[config.mk]
export PLATFORM = sky130hd
export DESIGN_NAME = led_animator
export DESIGN_NICKNAME = d
export VERILOG_FILES = /design/src/rtl/led_anim_pkg.sv /design/src/rtl/step_divider.sv /design/src/rtl/led_animator.sv
export SDC_FILE = /design/constraint.sdc
export NUM_CORES = 1
export LEC_CHECK = 0
export CAP_MARGIN = 20
export CORE_UTILIZATION = 34
export DETAILED_ROUTE_END_ITERATION = 8
export DONT_BUFFER_PORTS = 1
export GPL_TIMING_DRIVEN = 0
export PLACE_DENSITY_LB_ADDON = 0.3
export SETUP_SLACK_MARGIN = 0.05
export SLEW_MARGIN = 20
export SYNTH_ARGS = -nofsm -noshare
export SYNTH_HDL_FRONTEND = slang
export SYNTH_HIERARCHICAL = 1
export SYNTH_SLANG_ARGS = --single-unit
[constraint.sdc]
create_clock -name clk -period 4.3 [get_ports clk]
set_input_delay 0.86 -clock clk [delete_from_list [all_inputs] [get_ports clk]]
set_output_delay 0.86 -clock clk [all_outputs]
set_load 0.02 [all_outputs]
[src/rtl/led_anim_pkg.sv]
// Shared types and the speed-select decode for the LED animation engine.
package led_anim_pkg;

    typedef enum logic [1:0] {
        MODE_OFF     = 2'd0,
        MODE_CHASE   = 2'd1,
        MODE_BOUNCE  = 2'd2,
        MODE_BREATHE = 2'd3
    } mode_e;

    typedef enum logic {
        DIR_UP   = 1'b0,
        DIR_DOWN = 1'b1
    } dir_e;

    // One-hot button to step multiplier; anything not strictly one-hot is the slowest rate.
    function automatic logic [2:0] speed_mult(input logic [4:0] buttons);
        case (buttons)
            5'b00001: return 3'd5;
            5'b00010: return 3'd4;
            5'b00100: return 3'd3;
            5'b01000: return 3'd2;
            5'b10000: return 3'd1;
            default:  return 3'd5;
        endcase
    endfunction

endpackage

[src/rtl/step_divider.sv]
// Tick counter producing a one-cycle step enable every 'period' cycles while enabled.
module step_divider (
    input  logic        clk,
    input  logic        rst_n,
    input  logic        enable,
    input  logic [31:0] period,
    output logic        tick,
    output logic        step
);

    logic [31:0] cnt;

    // >= rather than == so a period shrunk below the current count wraps at once.
    assign tick = enable && (cnt >= (period - 32'd1));

    always_ff @(posedge clk or negedge rst_n) begin
        if (!rst_n) begin
            cnt  <= '0;
            step <= 1'b0;
        end else if (!enable) begin
            cnt  <= '0;
            step <= 1'b0;
        end else if (tick) begin
            cnt  <= '0;
            step <= 1'b1;
        end else begin
            cnt  <= cnt + 32'd1;
            step <= 1'b0;
        end
    end

endmodule

[src/rtl/led_animator.sv]
// LED pattern engine: chase/bounce/breathe animation state, duty map and one shared PWM counter.
module led_animator
    import led_anim_pkg::*;
#(
    parameter int NUM_LEDS  = 16,
    parameter int PWM_BITS  = 6,
    parameter int TICK_BASE = 1000000
) (
    input  logic                clk,
    input  logic                rst_n,
    input  logic [4:0]          buttons,
    input  logic [1:0]          mode,
    input  logic                enable,
    output logic                step,
    output logic [NUM_LEDS-1:0] led
);

    localparam int                  POS_W = $clog2(NUM_LEDS);
    localparam logic [PWM_BITS-1:0] MAX   = {PWM_BITS{1'b1}};
    localparam logic [POS_W-1:0]    LAST  = POS_W'(NUM_LEDS - 1);

    logic [31:0]         period;
    logic                tick;
    mode_e               mode_q;
    logic                mode_change;
    logic [POS_W-1:0]    pos;
    logic [POS_W-1:0]    prev1;
    logic [POS_W-1:0]    prev2;
    dir_e                dir;
    logic [PWM_BITS-1:0] level;
    logic [PWM_BITS-1:0] pc;
    logic [PWM_BITS-1:0] duty [NUM_LEDS];

    assign period = 32'(TICK_BASE) * 32'(speed_mult(buttons));

    step_divider u_div (
        .clk    (clk),
        .rst_n  (rst_n),
        .enable (enable),
        .period (period),
        .tick   (tick),
        .step   (step)
    );

    assign mode_change = (mode != mode_q);

    // A mode change restarts the pattern and takes priority over a coincident tick.
    always_ff @(posedge clk or negedge rst_n) begin
        if (!rst_n) begin
            mode_q <= MODE_OFF;
            pos    <= '0;
            dir    <= DIR_UP;
            level  <= '0;
        end else begin
            mode_q <= mode_e'(mode);
            if (mode_change) begin
                pos   <= '0;
                dir   <= DIR_UP;
                level <= '0;
            end else if (tick) begin
                case (mode_q)
                    MODE_CHASE: begin
                        pos <= (pos == LAST) ? '0 : pos + POS_W'(1);
                    end
                    MODE_BOUNCE: begin
                        if (dir == DIR_UP && pos == LAST) begin
                            dir <= DIR_DOWN;
                            pos <= LAST - POS_W'(1);
                        end else if (dir == DIR_DOWN && pos == '0) begin
                            dir <= DIR_UP;
                            pos <= POS_W'(1);
                        end else if (dir == DIR_UP) begin
                            pos <= pos + POS_W'(1);
                        end else begin
                            pos <= pos - POS_W'(1);
                        end
                    end
                    MODE_BREATHE: begin
                        if (dir == DIR_UP && level == MAX) begin
                            dir   <= DIR_DOWN;
                            level <= MAX - PWM_BITS'(1);
                        end else if (dir == DIR_DOWN && level == '0) begin
                            dir   <= DIR_UP;
                            level <= PWM_BITS'(1);
                        end else if (dir == DIR_UP) begin
                            level <= level + PWM_BITS'(1);
                        end else begin
                            level <= level - PWM_BITS'(1);
                        end
                    end
                    default: begin
                    end
                endcase
            end
        end
    end

    assign prev1 = (pos == '0) ? LAST : pos - POS_W'(1);
    assign prev2 = (prev1 == '0) ? LAST : prev1 - POS_W'(1);

    always_comb begin
        for (int i = 0; i < NUM_LEDS; i++) duty[i] = '0;
        case (mode_q)
            MODE_CHASE: begin
                duty[prev2] = MAX >> 2;
                duty[prev1] = MAX >> 1;
                duty[pos]   = MAX;
            end
            MODE_BOUNCE: begin
                duty[pos] = MAX;
            end
            MODE_BREATHE: begin
                for (int i = 0; i < NUM_LEDS; i++) duty[i] = level;
            end
            default: begin
            end
        endcase
    end

    // pc never reaches MAX, so duty=MAX is solidly on and duty=0 solidly off.
    always_ff @(posedge clk or negedge rst_n) begin
        if (!rst_n) begin
            pc  <= '0;
            led <= '0;
        end else begin
            pc <= (pc == MAX - PWM_BITS'(1)) ? '0 : pc + PWM_BITS'(1);
            for (int i = 0; i < NUM_LEDS; i++) led[i] <= (duty[i] > pc);
        end
    end

endmodule
==> metrics.txt, run 1 <==
Buffers on Ports 0; gpl congestion 0.929; Max Slew Vio Count 0; Vias per Instance 5.52; P_leak 4.72 nW; final setup margin -1710 ps; peak-usage layer in the global routing report met2; Synth Instances 1025; global route total overflow 0; Core ar. 0.0243 mm^2; Final Hold Fails 0; sequential fraction of the synthesis area 0.202; layout overhead on the synthesized area 23.2%; P_sw 480 uW; Gate power share 0.159; Worst Path Required 4530 ps; kind of critical path in2reg; CTS tree yes; io pins 27; headroom to the max-slew limit 0.382; final wirelength 24600 um; met2 GRT Util 0.339; Die W 159 um; pwr dens 164 mW/mm^2; Critical Path Source Type primary input; NumNets Final 1290; Tot Pwr 1.70 mW; Max Freq 166 MHz; GRT Overall Usage 0.193; Die ar. 0.0254 mm^2; DRC viols 0; RR Endpoint led[10]$_DFF_PN0_; DP Wirelength 17400 um; Final setup viols 44; share of cells above drive strength 1 0.146; Slew @ Worst Pin 927 ps; cts bufs inserted 9; minimum clock period 6010 ps; cts hold-fix bufs 0; grt met3 use 0.0247; last element of the critical path level[5]$_DFFE_PN0P_; clock share of power 0.458; Sw Share 0.281; ANT nets after route 0; R2R setup slack 390 ps; number of synthesized flops with an enable pin 0; DR WL/cell 16.9 um; MaxCap Viol Count 0; Clock Pin Slew Worst Setup and Hold Paths 70 ps; RSZ-0062 raised after global routing true; outcome finished, violations left; final hold slack 201 ps; Yosys warning total 6; # rows 57; largest net degree at the start of global routing 69; cell area after layout 0.0104 mm^2; crit-path max FO 5; Yosys reg bits 68; Placed Area 0.00909 mm^2; Yosys cell types 78; vias in the first global route 7801; Mapped Avg Cell Area 8.22 um^2; clk_lat worst skew 350 ps; Sequential Power Share 0.382; R2R depth 15; skew final 10.0 ps; initial core utilization 0.347; antenna violations before repair 0; initial DRC count 467; ys flop type dfrtp_1; violated checks negative setup slack; Final Instance Count excl. Fillers 1454; critical path endpoint category flip-flop; final core utilization 0.427; Internal Power 1.22 mW; Setup TNS -61560 ps; # diodes 0; asr flop ratio synth 1.00; DR pass1 iterations 5; Max clock buf depth 2; dpl ws -3090 ps; Sinks on Clock Net 68; worst r2r src pos[0]$_DFFE_PN0P_; Cell Area, Synth 0.00843 mm^2; Clock Tree Root clkbuf_16; worst hold path type in2async; DR vias 8021; crit path DAT 6240 ps; first-pass GRT wire length 39800 um; Setup crit start buttons[3]; placed cell count 1399; Final period util 1.40; peak supply drop 0.182 mV; chip height 159 um; # fillers 2381; GR Util met1 0.247; H-tree levels 3
==> per-layer routing <==
layer  wire length (um)  up-vias
li1                   -     3978
met1              11100     3835
met2              12300      186
met3                925       22
met4                347        0
met5                  0        -
==> timing repair <==
item,4_1_cts,5_1_grt
pin swaps,35,26
buffers inserted,26,9
cloned,3,3
endpoints found under the setup margin,44,44
resized for setup,73,50
==> power by group through the flow <==
stage / clock, mW / sequential [mW] / combinational [mW]
3_5_place_dp: 0 / 0.663 / 0.202
4_1_cts: 0.809 / 0.651 / 0.246
2_1_floorplan: 0 / 0.660 / 0.165
6_report: 0.781 / 0.651 / 0.272
3_3_place_gp: 0 / 0.663 / 0.199
5_1_grt: 0.828 / 0.651 / 0.303
==> sequential cells by signal (all words and copies together), names as in the netlist <==
signal,cells
led,16
pc,6
u_div/cnt,32
dir,1
pos,4
u_div/step,1
mode_q,2
level,6
==> synthesized netlist by cell type, types with 4 or more instances <==
master | number | area, um^2
ha_1 | 151 | 1890
nand2_1 | 93 | 349
dfrtp_1 | 68 | 1700
nand3_1 | 68 | 340
o21ai_0 | 65 | 325
nor2_1 | 57 | 214
nor3_1 | 50 | 250
a21oi_1 | 48 | 240
xnor2_1 | 38 | 333
xor2_1 | 36 | 315
and3_1 | 28 | 175
clkbuf_1 | 27 | 101
nand4_1 | 26 | 163
inv_1 | 22 | 82.6
nor2b_1 | 22 | 138
o21a_1 | 22 | 165
o22ai_1 | 15 | 93.8
nand2b_1 | 13 | 81.3
a21o_1 | 11 | 82.6
and2_1 | 11 | 68.8
nor4_1 | 10 | 62.6
or3_1 | 10 | 62.6
a211oi_1 | 9 | 67.6
o2bb2ai_1 | 8 | 70.1
a221oi_1 | 7 | 61.3
a41oi_1 | 6 | 52.6
a31oi_1 | 5 | 31.3
buf_2 | 5 | 25.0
nor3_2 | 5 | 50.1
or4_1 | 5 | 37.5
or4_4 | 5 | 56.3
a21boi_0 | 4 | 30.0
fa_1 | 4 | 80.1
nand3b_1 | 4 | 30.0
nor3b_1 | 4 | 30.0
o211ai_1 | 4 | 30.0
o21ai_1 | 4 | 20.0
==> layout by cell type, fill, tap and decap left out, types with 5 or more instances in the layout <==
cell       netlist  layout
and3_1          28      28
nand4_1         26      26
xnor2_1         38      37
o21a_1          22      22
nor4_1          10       7
nor2_1          57      52
and2_1          11      11
nand2_1         93      92
nor3_1          50      22
o22ai_1         15      13
a211oi_1         9       5
xor2_1          36      36
o21ai_0         65      61
a21o_1          11      11
ha_1           151     150
a21oi_1         48      45
nor2b_1         22      21
clkbuf_16        0      17
nand2b_1        13      13
conb_1           1      51
or4_4            5       8
o2bb2ai_1        8       5
a41oi_1          6       6
buf_4            0      25
nand3_1         68      67
nor3_2           5      15
inv_1           22      21
buf_2            5       5
clkbuf_1        27      21
nor3_4           0      18
a21oi_2          2       5
o21ai_1          4       8
a31oi_1          5       5
or3_1           10       9
a221oi_1         7       6
dfrtp_1         68      68
buf_6            2       8
==> critical path, stage by stage <==
cell and delay [ps]:
xnor2_2 110, or4_4 520, fa_2 620, fa_2 470, or4_4 530, or3_4 410, or3_4 430, nor2b_2 130
xnor2_1 90, ha_1 330, buf_6 130, a21oi_2 110, nand2_1 80, a221oi_2 310, nand2_1 100, o31a_4 430
nand3_4 110, nor2_4 50, nand3b_1 80, mux2i_1 80, a221o_1 260
==> how the worst min path moves through the flow <==
stage                             end  slack [ps]  cells past startpoint
floorplan             pc[4]$_DFF_PN0_         470                      1
global placement      pc[4]$_DFF_PN0_         500                      1
detailed placement    pc[4]$_DFF_PN0_         520                      1
CTS                 led[11]$_DFF_PN0_         190                      0
global route        led[11]$_DFF_PN0_         190                      0
finish               led[7]$_DFF_PN0_         200                      0
==> logic make-up (layout without fill, tap and decap cells) <==
family | Yosys count | count (layout) | synth area share
simple gates | 431 | 431 | 0.272
compound gates | 233 | 233 | 0.182
fa+ha+maj | 155 | 155 | 0.234
xor+xnor | 74 | 74 | 0.0769
flops | 68 | 68 | 0.202
buf+inv | 60 | 115 | 0.0292
mux | 3 | 3 | 0.00416
other cells | 1 | 51 | 0.000445
==> area by class of cell <==
class	instances	area, um^2	area share
clock buffer	9	225	0.0217
multi-input combinational	947	7180	0.691
buffer	36	269	0.0259
sequential	68	1700	0.164
inverter	24	93.8	0.00904
timing repair buffer	39	429	0.0413
clock inverter	7	81.3	0.00783
tap	324	405	0.0391
(Power assumes the default switching activity.)
==> run 2: changes to the inputs <==
- CORE_ASPECT_RATIO: not set -> 0.75
- clock period: 4.3 -> 5.7 ns (I/O delays scaled with it)
==> metrics.txt, run 2 (synthesis results as in run 1) <==
RSZ-0062 raised after global routing true (unchanged); placed cell count 1406 (was 1399); largest net degree at the start of global routing 69 (unchanged); chip height 138 um (was 159 um); clk_lat worst skew 350 ps (about the same); Final period util 1.12; NumNets Final 1286 (was 1290); DR vias 7982 (was 8021); # diodes 0 (unchanged); # rows 49 (was 57); final wirelength 24700 um (was 24600 um); kind of critical path in2reg (unchanged); Max clock buf depth 2 (unchanged); Clock Pin Slew Worst Setup and Hold Paths 60 ps (was 70 ps); gpl congestion 0.970 (was 0.929); Tot Pwr 1.28 mW (was 1.70 mW); crit-path max FO 6 (was 5); global route total overflow 0 (unchanged); outcome finished, violations left (unchanged); MaxCap Viol Count 0 (unchanged); commonest cells after routing, fill and taps aside ha_1 (149), nand2_1 (93), dfrtp_1 (68) (was ha_1 (150), nand2_1 (92), dfrtp_1 (68)); share of cells above drive strength 1 0.142 (was 0.146); Max Slew Vio Count 0 (unchanged); cts bufs inserted 9 (unchanged); Sinks on Clock Net 68 (unchanged); R2R depth 14 (was 15); DR WL/cell 16.9 um (about the same); violated checks negative setup slack (unchanged); io pins 27 (unchanged); DP Wirelength 18200 um (was 17400 um); CP max stage delay 550 ps (was 620 ps); P_leak 4.71 nW (was 4.72 nW); leading cell type in the layout, fill and taps excluded ha_1 (unchanged); cts hold-fix bufs 0 (unchanged); initial core utilization 0.349 (was 0.347); Slew @ Worst Pin 912 ps (was 927 ps); worst hold path type in2async (unchanged); Critical Path Source Type primary input (unchanged); Final setup viols 44 (unchanged); headroom to the max-slew limit 0.387 (was 0.382); pwr dens 125 mW/mm^2 (was 164 mW/mm^2); DRC viols 0 (unchanged); DR pass1 iterations 6 (was 5); Final Instance Count excl. Fillers 1457 (was 1454); slowest CP cell or4_4 (was fa_2); Die W 184 um (was 159 um); Largest regs u_div/cnt x32, led x16 (unchanged); peak supply drop 0.131 mV (was 0.182 mV); initial DRC count 540 (was 467); Final Hold Fails 0 (unchanged); Largest Register u_div/cnt (unchanged); final core utilization 0.424 (was 0.427); Die ar. 0.0254 mm^2 (about the same); Buffers on Ports 0 (unchanged); Worst Path Required 5970 ps (was 4530 ps); Core ar. 0.0242 mm^2 (was 0.0243 mm^2); dpl ws -1920 ps (was -3090 ps); GRT Overall Usage 0.198 (was 0.193); Largest register FFs 32 (unchanged); layout overhead on the synthesized area 21.5% (was 23.2%); Clock Tree Root clkbuf_16 (unchanged); first-pass GRT wire length 40000 um (was 39800 um); Max Freq 156 MHz; CTS tree yes (unchanged); H-tree levels 3 (unchanged); minimum clock period 6400 ps; final setup margin -702 ps (was -1710 ps); skew final 7.37 ps (was 10.0 ps); vias in the first global route 7587 (was 7801); antenna violations before repair 0 (unchanged); critical path endpoint category flip-flop (unchanged); ANT nets after route 0 (unchanged); Vias per Instance 5.48 (was 5.52); crit path DAT 6680 ps (was 6240 ps)
==> run 2: timing repair <==
action                                  4_1_cts  5_1_grt
gates cloned                                  3        1
hold endpoints to repair                      0        0
pin swaps                                    26       21
endpoints found under the setup margin       44       44
gates resized for setup                      71       33
buffers inserted                             26        5
==> run 2: report_power, final <==
group	total, mW	internal, mW	switching, mW
combinational	0.196	0.0883	0.107
sequential	0.491	0.486	0.00515
clock	0.592	0.345	0.247
==> run 2: through the flow <==
step / area [um^2] / hold slack (ps) / setup TNS [ps]
5_1_grt: 10200 / 459 / -25360
2_1_floorplan: 8690 / 473 / -2840
3_3_place_gp: 9100 / 499 / -59240
6_report: 10200 / 479 / -13670
3_5_place_dp: 9100 / 514 / -61830
4_1_cts: 10000 / 460 / -9080
==> run 2: metal layers <==
metal / GRT usage / up-vias / share of wire
met5: 0 / - / 0
met4: 0.0504 / 0 / 0.012
met3: 0.0416 / 17 / 0.060
met2: 0.276 / 219 / 0.40
met1: 0.303 / 3785 / 0.52
li1: - / 3961 / -
==> run 2: layout make-up <==
class | count | area, um^2
multi-input combinational | 947 | 7080
fill | 2428 | 13900
timing repair buffer | 35 | 378
inverter | 24 | 93.8
clock buffer | 9 | 225
clock inverter | 7 | 80.1
sequential | 68 | 1700
buffer | 36 | 264
tap | 331 | 414
==> run 2: worst paths after layout <==
| check | startpoint | slack, ps | to |
|---|---|---|---|
| max in group asynchronous | rst_n | 5100 | pc[5]$_DFF_PN0_ |
| min | rst_n | 480 | u_div/cnt[5]$_DFF_PN0_ |
| min reg2reg | pc[4]$_DFF_PN0_ | 520 | pc[4]$_DFF_PN0_ |
| max reg2reg | pos[0]$_DFFE_PN0P_ | 1840 | led[12]$_DFF_PN0_ |
| max | buttons[2] | -700 | pos[0]$_DFFE_PN0P_ |
| min in group clk | pc[4]$_DFF_PN0_ | 520 | pc[4]$_DFF_PN0_ |
==> run 2: worst max-delay path, delay by kind of cell <==
kind            cells  cell delay (ps)
xor+xnor            2              190
simple gates       10             2180
compound gates      8             1500
buf+inv             4              600
fa+ha+maj           3             1040
==> run 3: changes to the inputs <==
--- a/constraint.sdc
+++ b/constraint.sdc
@@ -3,2 +3,2 @@
 set_output_delay 1.14 -clock clk [all_outputs]
-set_load 0.02 [all_outputs]
+set_load 0.1 [all_outputs]
==> results of run 3 <==
The final DEF is identical to that of run 2. Status: finished, violations left: negative setup slack.
